[config.mk]
export PLATFORM = sky130hd
export DESIGN_NAME = instr_receiver_flat
export DESIGN_NICKNAME = d
export VERILOG_FILES = /design/src/rtl/instr_receiver_pkg.sv /design/src/rtl/instr_receiver_if.sv /design/src/rtl/instr_buffer.sv /design/src/rtl/instr_receiver.sv /design/src/flat_wrapper.sv
export SDC_FILE = /design/constraint.sdc
export NUM_CORES = 1
export LEC_CHECK = 0
export CAP_MARGIN = 20
export CORE_MARGIN = 1
export CORE_UTILIZATION = 39
export CTS_CLUSTER_SIZE = 40
export DETAILED_ROUTE_END_ITERATION = 8
export SLEW_MARGIN = 30
export SYNTH_ARGS = -nofsm -noshare
export SYNTH_HDL_FRONTEND = slang
export SYNTH_HIERARCHICAL = 1
export SYNTH_SLANG_ARGS = --single-unit
[constraint.sdc]
create_clock -name t_clk -period 5.3 [get_ports t_clk]
set_input_delay 1.06 -clock t_clk [delete_from_list [all_inputs] [get_ports t_clk]]
set_output_delay 1.06 -clock t_clk [all_outputs]
set_load 0.01 [all_outputs]
[src/rtl/instr_receiver_pkg.sv]
// Package shared by the instruction receiver slice.
// Holds the default instruction width and buffer depth, the FSM state
// encoding, and a helper that derives a buffer address width from a depth
// (minimum 1 bit, so that a single-entry buffer still has an address).
package instr_receiver_pkg;

  localparam int IWIDTH_DEF = 32;
  localparam int DEPTH_DEF  = 8;

  typedef enum logic [2:0] {
    ST_IDLE = 3'd0,
    ST_REQ  = 3'd1,
    ST_RECV = 3'd2,
    ST_DONE = 3'd3,
    ST_ERR  = 3'd4
  } state_e;

  function automatic int addr_width(input int depth);
    return (depth > 1) ? $clog2(depth) : 1;
  endfunction

endpackage

[src/rtl/instr_receiver_if.sv]
// Bundles the transmitter handshake, the fetch-side read port and the status
// flags of instr_receiver.
//   slave  : the receiver (drives r_o_*; samples r_i_*)
//   master : the environment (transmitter + fetch + control)
// Signals:
//   r_i_start          load request pulse
//   r_o_syn            words wanted from the transmitter
//   r_i_instr/ack/last instruction word, its valid strobe, final-word marker
//   r_i_raddr/r_o_rdata fetch read address and registered read data
//   r_o_count          number of words stored
//   r_o_busy/done/err  state flags
interface instr_receiver_if
  import instr_receiver_pkg::*;
#(
  parameter int IWIDTH = IWIDTH_DEF,
  parameter int AWIDTH = addr_width(DEPTH_DEF)
);

  logic              r_i_start;
  logic              r_o_syn;
  logic [IWIDTH-1:0] r_i_instr;
  logic              r_i_ack;
  logic              r_i_last;
  logic [AWIDTH-1:0] r_i_raddr;
  logic [IWIDTH-1:0] r_o_rdata;
  logic [AWIDTH:0]   r_o_count;
  logic              r_o_busy;
  logic              r_o_done;
  logic              r_o_err;

  modport slave (
    input  r_i_start, r_i_instr, r_i_ack, r_i_last, r_i_raddr,
    output r_o_syn, r_o_rdata, r_o_count, r_o_busy, r_o_done, r_o_err
  );

  modport master (
    output r_i_start, r_i_instr, r_i_ack, r_i_last, r_i_raddr,
    input  r_o_syn, r_o_rdata, r_o_count, r_o_busy, r_o_done, r_o_err
  );

endinterface

[src/rtl/instr_buffer.sv]
// Instruction storage: one synchronous write port and one registered read
// port. The array itself has no reset; the caller supplies rd_valid so that
// entries not written since the last load read back as zero.
// Ports:
//   t_clk, t_rst     clock, asynchronous active-low reset (read register only)
//   we/waddr/wdata   write port
//   raddr, rd_valid  read address and validity of that entry
//   rdata            registered read data (0 when the entry is not valid)
module instr_buffer #(
  parameter int IWIDTH = 32,
  parameter int DEPTH  = 8,
  parameter int AWIDTH = 3
) (
  input  logic              t_clk,
  input  logic              t_rst,
  input  logic              we,
  input  logic [AWIDTH-1:0] waddr,
  input  logic [IWIDTH-1:0] wdata,
  input  logic [AWIDTH-1:0] raddr,
  input  logic              rd_valid,
  output logic [IWIDTH-1:0] rdata
);

  logic [IWIDTH-1:0] mem [DEPTH];

  always_ff @(posedge t_clk) begin
    if (we) mem[waddr] <= wdata;
  end

  // Non-blocking write above means a same-address read sees the old word.
  always_ff @(posedge t_clk or negedge t_rst) begin
    if (!t_rst) rdata <= '0;
    else        rdata <= rd_valid ? mem[raddr] : '0;
  end

endmodule

[src/rtl/instr_receiver.sv]
// Instruction receiver: requests a program from a transmitter, stores the
// acked words into instr_buffer, and exposes them to a fetch-side read port.
// A load ends in DONE on a word flagged last, or in ERR on a first-ack
// timeout or on buffer overflow.
// Ports:
//   t_clk, t_rst  clock, asynchronous active-low reset
//   bus           instr_receiver_if slave modport (handshake, read, flags)
//
// state   | meaning
// --------+--------------------------------------------------------------
// IDLE    | nothing loaded since reset; waiting for start
// REQ     | syn high, waiting for an ack; timeout down-counter running
// RECV    | previous cycle accepted a word; expecting the next ack
// DONE    | load finished on a last word; further acks ignored
// ERR     | timeout or overflow; further acks ignored until next start
module instr_receiver
  import instr_receiver_pkg::*;
#(
  parameter int IWIDTH  = IWIDTH_DEF,
  parameter int DEPTH   = DEPTH_DEF,
  parameter int AWIDTH  = addr_width(DEPTH),
  parameter int TIMEOUT = 16
) (
  input  logic t_clk,
  input  logic t_rst,
  instr_receiver_if.slave bus
);

  localparam int TWIDTH = $clog2(TIMEOUT + 1);
  localparam logic [TWIDTH-1:0] TMR_LOAD = TWIDTH'(TIMEOUT);
  localparam logic [TWIDTH-1:0] TMR_TC   = TWIDTH'(1);
  localparam logic [AWIDTH:0]   CNT_LAST = (AWIDTH + 1)'(DEPTH - 1);

  state_e            state_q, state_d;
  logic [AWIDTH:0]   cnt_q, cnt_d;
  logic [DEPTH-1:0]  valid_q, valid_d;
  logic [TWIDTH-1:0] tmr_q, tmr_d;
  logic              syn_q, busy_q, done_q, err_q;
  logic              we;
  logic              accept;
  logic              rd_valid;

  always_ff @(posedge t_clk or negedge t_rst) begin
    if (!t_rst) begin
      state_q <= ST_IDLE;
      cnt_q   <= '0;
      valid_q <= '0;
      tmr_q   <= '0;
      syn_q   <= 1'b0;
      busy_q  <= 1'b0;
      done_q  <= 1'b0;
      err_q   <= 1'b0;
    end else begin
      state_q <= state_d;
      cnt_q   <= cnt_d;
      valid_q <= valid_d;
      tmr_q   <= tmr_d;
      // Flags are registered from the next state so they line up with it.
      syn_q   <= (state_d == ST_REQ) || (state_d == ST_RECV);
      busy_q  <= (state_d == ST_REQ) || (state_d == ST_RECV);
      done_q  <= (state_d == ST_DONE);
      err_q   <= (state_d == ST_ERR);
    end
  end

  always_comb begin
    state_d = state_q;
    cnt_d   = cnt_q;
    valid_d = valid_q;
    tmr_d   = tmr_q;
    we      = 1'b0;
    accept  = 1'b0;

    case (state_q)
      ST_IDLE, ST_DONE, ST_ERR: begin
        if (bus.r_i_start) begin
          state_d = ST_REQ;
          cnt_d   = '0;
          valid_d = '0;
          tmr_d   = TMR_LOAD;
        end
      end
      ST_REQ: begin
        if (bus.r_i_ack) begin
          accept = 1'b1;
        end else if (tmr_q == TMR_TC) begin
          state_d = ST_ERR;
          tmr_d   = '0;
        end else begin
          tmr_d = tmr_q - TMR_TC;
        end
      end
      ST_RECV: begin
        if (bus.r_i_ack) begin
          accept = 1'b1;
        end else begin
          state_d = ST_REQ;
          tmr_d   = TMR_LOAD;
        end
      end
      default: state_d = ST_IDLE;
    endcase

    if (accept) begin
      we = 1'b1;
      valid_d[cnt_q[AWIDTH-1:0]] = 1'b1;
      cnt_d = cnt_q + 1'b1;
      tmr_d = '0;
      if (bus.r_i_last)           state_d = ST_DONE;
      else if (cnt_q == CNT_LAST) state_d = ST_ERR;
      else                        state_d = ST_RECV;
    end
  end

  // Addresses beyond DEPTH exist only when DEPTH is not a power of two.
  if (DEPTH == (1 << AWIDTH)) begin : g_rd_full
    assign rd_valid = valid_q[bus.r_i_raddr];
  end else begin : g_rd_part
    assign rd_valid = ({1'b0, bus.r_i_raddr} < (AWIDTH + 1)'(DEPTH)) ?
                      valid_q[bus.r_i_raddr] : 1'b0;
  end

  instr_buffer #(
    .IWIDTH (IWIDTH),
    .DEPTH  (DEPTH),
    .AWIDTH (AWIDTH)
  ) u_buf (
    .t_clk    (t_clk),
    .t_rst    (t_rst),
    .we       (we),
    .waddr    (cnt_q[AWIDTH-1:0]),
    .wdata    (bus.r_i_instr),
    .raddr    (bus.r_i_raddr),
    .rd_valid (rd_valid),
    .rdata    (bus.r_o_rdata)
  );

  assign bus.r_o_syn   = syn_q;
  assign bus.r_o_count = cnt_q;
  assign bus.r_o_busy  = busy_q;
  assign bus.r_o_done  = done_q;
  assign bus.r_o_err   = err_q;

endmodule

[src/flat_wrapper.sv]
// flat-port wrapper written by rule: the top's interface ports become plain ports
module instr_receiver_flat import instr_receiver_pkg::*;
#(
  parameter int IWIDTH  = IWIDTH_DEF,
  parameter int DEPTH   = DEPTH_DEF,
  parameter int AWIDTH  = addr_width(DEPTH),
  parameter int TIMEOUT = 16
)
  (t_clk, t_rst, bus_r_i_start, bus_r_i_instr, bus_r_i_ack, bus_r_i_last, bus_r_i_raddr, bus_r_o_syn, bus_r_o_rdata, bus_r_o_count, bus_r_o_busy, bus_r_o_done, bus_r_o_err);
  instr_receiver_if #(.IWIDTH(IWIDTH), .AWIDTH(AWIDTH)) bus_i ();
  input  logic t_clk;
  input  logic t_rst;
  input wire logic [$bits(bus_i.r_i_start)-1:0] bus_r_i_start;
  input wire logic [$bits(bus_i.r_i_instr)-1:0] bus_r_i_instr;
  input wire logic [$bits(bus_i.r_i_ack)-1:0] bus_r_i_ack;
  input wire logic [$bits(bus_i.r_i_last)-1:0] bus_r_i_last;
  input wire logic [$bits(bus_i.r_i_raddr)-1:0] bus_r_i_raddr;
  output wire logic [$bits(bus_i.r_o_syn)-1:0] bus_r_o_syn;
  output wire logic [$bits(bus_i.r_o_rdata)-1:0] bus_r_o_rdata;
  output wire logic [$bits(bus_i.r_o_count)-1:0] bus_r_o_count;
  output wire logic [$bits(bus_i.r_o_busy)-1:0] bus_r_o_busy;
  output wire logic [$bits(bus_i.r_o_done)-1:0] bus_r_o_done;
  output wire logic [$bits(bus_i.r_o_err)-1:0] bus_r_o_err;
  assign bus_i.r_i_start = bus_r_i_start;
  assign bus_i.r_i_instr = bus_r_i_instr;
  assign bus_i.r_i_ack = bus_r_i_ack;
  assign bus_i.r_i_last = bus_r_i_last;
  assign bus_i.r_i_raddr = bus_r_i_raddr;
  assign bus_r_o_syn = bus_i.r_o_syn;
  assign bus_r_o_rdata = bus_i.r_o_rdata;
  assign bus_r_o_count = bus_i.r_o_count;
  assign bus_r_o_busy = bus_i.r_o_busy;
  assign bus_r_o_done = bus_i.r_o_done;
  assign bus_r_o_err = bus_i.r_o_err;
  instr_receiver #(.IWIDTH(IWIDTH), .DEPTH(DEPTH), .AWIDTH(AWIDTH), .TIMEOUT(TIMEOUT)) u_core (.t_clk(t_clk), .t_rst(t_rst), .bus(bus_i));
endmodule
==> key figures <==
Synth
  – Top cells by area, synth: edfxtp_1 63%, dfrtp_1 11%, mux4_2 5.7%
  – Top-count cell post-synth: edfxtp_1
  – Synth unique cells: 43
  – Synth Area in XOR/XNOR: 0.00216
  – Synth Register Bits: around 310
  – Adder-cell share of the synthesized area: 0.00309
  – Synth async-reset ratio: 0.177
  – Combinational family with the most area after synthesis: multiplexers
  – Syn Inst Count: between 600 and 700
  – Mean Syn Cell Area: approximately 19 um2
  – Synth area leader: edfxtp_1
  – Post-Synth Simple-Gate Area: 0.0214
  – Yosys warns: 6
  – EDFF count, synth: 256
  – Synth Flop Type: edfxtp_1
  – Mux cell area share after synthesis: 0.123
  – Sequential area share after synthesis: 0.746
  – Synth top cells by count: 256 x edfxtp_1, 55 x dfrtp_1, 40 x inv_1, 39 x o21ai_0
  – Compound-Gate Fraction of Synth Area: 0.0693
  – Syn_nets: 679
  – Synth Cell Area: 0.0122 mm2
  – Top cell type's share of synthesized area: 0.633

Timing
  – Tcrit/Tclk final: 0.552
  – WHS: ~0.48 ns
  – RSZ-0062 raised after global routing: false
  – Worst slew pin tran: about 0.9 ns
  – Slew Limit Headroom: 0.406
  – Max-slew violations: 0
  – Final-report setup violation count: 0
  – Final hold vios: 0
  – Crit path time final: slightly below 3 ns
  – Maximum operating frequency: around 340 MHz
  – TNS Setup: 0 ns
  – Layout Skew: approximately 0.018 ns

Drt
  – Via count: about 5,900
  – Vias per cell: between 5 and 6
  – Remaining DRCs: 0
  – Drt first pass iters: 4
  – Mean routed wirelength per cell: ~20 um
  – Post-Route WL: 23.1 mm
  – 1st-iter DRT viols: a little under 500
  – Post-route ant nets: 0

Critical path
  – Buf/Inv on CP: 3
  – Worst path top cell family by delay: simple AND/OR/NAND/NOR gates
  – CP max FO: 17
  – CP required: between 5 and 6 ns
  – Reg2reg setup slack: approximately 2.7 ns
  – Biggest cell delay along the critical path: approximately 0.6 ns
  – Crit path DAT: 3.17 ns
  – FF-to-FF path depth: 6
  – Crit. Startpoint: bus_r_i_ack
  – CP endpoint: u_core/u_buf/mem[7][14]
  – Critical path depth: 6
  – Crit path kind: input port to flip-flop
  – Crit-path slowest cell: clkdlybuf4s50_1
  – Critical Path End Type: flip-flop
  – Crit start category: input port
  – R2R Path End: u_core/u_buf/mem[7][14]
  – Worst R2R Start: u_core/state_q[1]
  – Crit-path cells: clkdlybuf4s50_1 > nand3b_2 > inv_2 > nand2_1 > nor2_4 > buf_16

Die
  – Initial Util: 0.397
  – Die ar.: ~0.032 mm2
  – Die width: 179 um
  – Core box area: 0.0306 mm2
  – I/O pin total: 80
  – Die Span Y: 179 um
  – Std-Cell Rows: 64

Pwr
  – Sequential power share: 0.488
  – Internal Power: ~4.8 mW
  – PwrDens: 446 mW/mm2
  – Pwr Total: roughly 6.5 mW
  – Leak: 5.12 nW
  – Switching Power: between 1.5 and 2 mW
  – Combinational share of power: 0.171
  – Sw frac: 0.254
  – Clock group share of total power: 0.341
  – Worst vdd ir: ~0.25 mV

Run
  – Max-cap violation count: 0

Place
  – DP Wirelength: 14.5 mm
  – Area after DPL: 0.0135 mm2
  – GPL Wtd Cong: 0.772
  – IO Port Bufs: 79

Global routing
  – First-pass GRT wire length: roughly 36 mm
  – Total track usage: 0.151
  – Largest net degree at the start of global routing: approximately 60
  – Initial antenna violation count: 1
  – Grt ovf: 0
  – Vias in the first global route: roughly 6,300

CTS
  – CTS tree: built
  – Postcts setup bufs: 0
  – CTS hold repair buffers: 0
  – Clk root buf: clkbuf_16
  – Clk_lat worst skew: roughly 0.55 ns
  – Clk slew on worst S/H paths: approximately 0.060 ns
  – Clk sinks: around 310
  – Max clock buf depth: 3
  – Num CTS Buffers: 31
  – Post-CTS sizing: 0
  – # H-tree levels: 1

Finish
  – Final Util: 0.474
  – Ant diodes: 0
  – Nets@finish: approximately 770
  – Fillers: 2,568
  – Share of layout cells above drive strength 1: 0.236
  – Cell area after layout: between 0.01 and 0.015 mm2
  – P&R area growth vs syn: 19.2%

Status
  – Outcome: finished clean

Min path
  – Worst min path class: flip-flop to flip-flop
==> placed cells by master (no fill, tap or decap), types with 29 or more instances in the layout <==
cell | synthesis | layout
clkdlybuf4s50_1 | 0 | 75
clkbuf_16 | 0 | 31
inv_1 | 40 | 40
mux2i_1 | 34 | 34
edfxtp_1 | 256 | 256
mux2_2 | 34 | 34
mux4_2 | 31 | 31
dfrtp_1 | 55 | 55
a221oi_2 | 29 | 29
o21ai_0 | 39 | 39
==> power groups by stage <==
stage	logic, mW	clock network, mW	registers (mW)
6_report	1.11	2.20	3.15
5_1_grt	1.22	2.34	3.18
4_1_cts	1.12	2.26	3.15
3_5_place_dp	1.12	0	3.20
3_3_place_gp	1.06	0	3.18
2_1_floorplan	0.640	0	3.19
==> worst register-to-register path, cell delays in order, from the launching register on <==
cell,delay [ns]
dfrtp_1,0.54
xor2_1,0.25
nand3b_2,0.20
inv_2,0.19
nand2_1,0.24
nor2_4,0.61
buf_16,0.24
==> worst min path at each step <==
stage | end | startpoint | cells after the start
2_1_floorplan | u_core/valid_q[3] | u_core/valid_q[3] | 2
3_3_place_gp | u_core/valid_q[7] | u_core/valid_q[7] | 2
3_5_place_dp | u_core/valid_q[7] | u_core/valid_q[7] | 2
4_1_cts | u_core/valid_q[7] | u_core/valid_q[7] | 2
5_1_grt | u_core/valid_q[7] | u_core/valid_q[7] | 2
6_report | u_core/valid_q[7] | u_core/valid_q[7] | 2
==> layout make-up <==
cell class	count	area, um2	area share
Clock buffer	38	822	0.0567
Clock inverter	18	215	0.0149
Inverter	42	158	0.0109
Multi-Input combinational cell	251	2730	0.188
Sequential cell	311	9060	0.626
Tap cell	396	495	0.0342
Timing Repair Buffer	94	1010	0.0694
==> registers in the layout, indices dropped and copies added (netlist names) <==
signal	flops
u_core/u_buf/rdata	32
u_core/u_buf/mem	256
u_core/bus.r_o_err	1
u_core/tmr_q	5
u_core/bus.r_o_busy	1
u_core/bus.r_o_done	1
u_core/valid_q	8
u_core/state_q	3
u_core/bus.r_o_count	4
==> stage by stage <==
step	setup WS, ns	instances
global placement	1.71	1088
CTS	2.36	1150
floorplan	1.18	636
finish	2.38	1150
global route	2.22	1150
detailed placement	1.80	1094
==> cell families after synthesis <==
logic type	after synthesis
DFF	311
muxes	102
AOI/OAI and AO/OA	94
buffers and inverters	74
and+or+nand+nor	49
xor gates and xnor gates	3
adders and majority gates	3
==> layer usage <==
layer / part of all wire / track usage
met1: 0.43 / 0.199
met2: 0.50 / 0.259
met3: 0.043 / 0.0247
met5: 0.00056 / 0
met4: 0.018 / 0.0406
(Power assumes the default switching activity.)
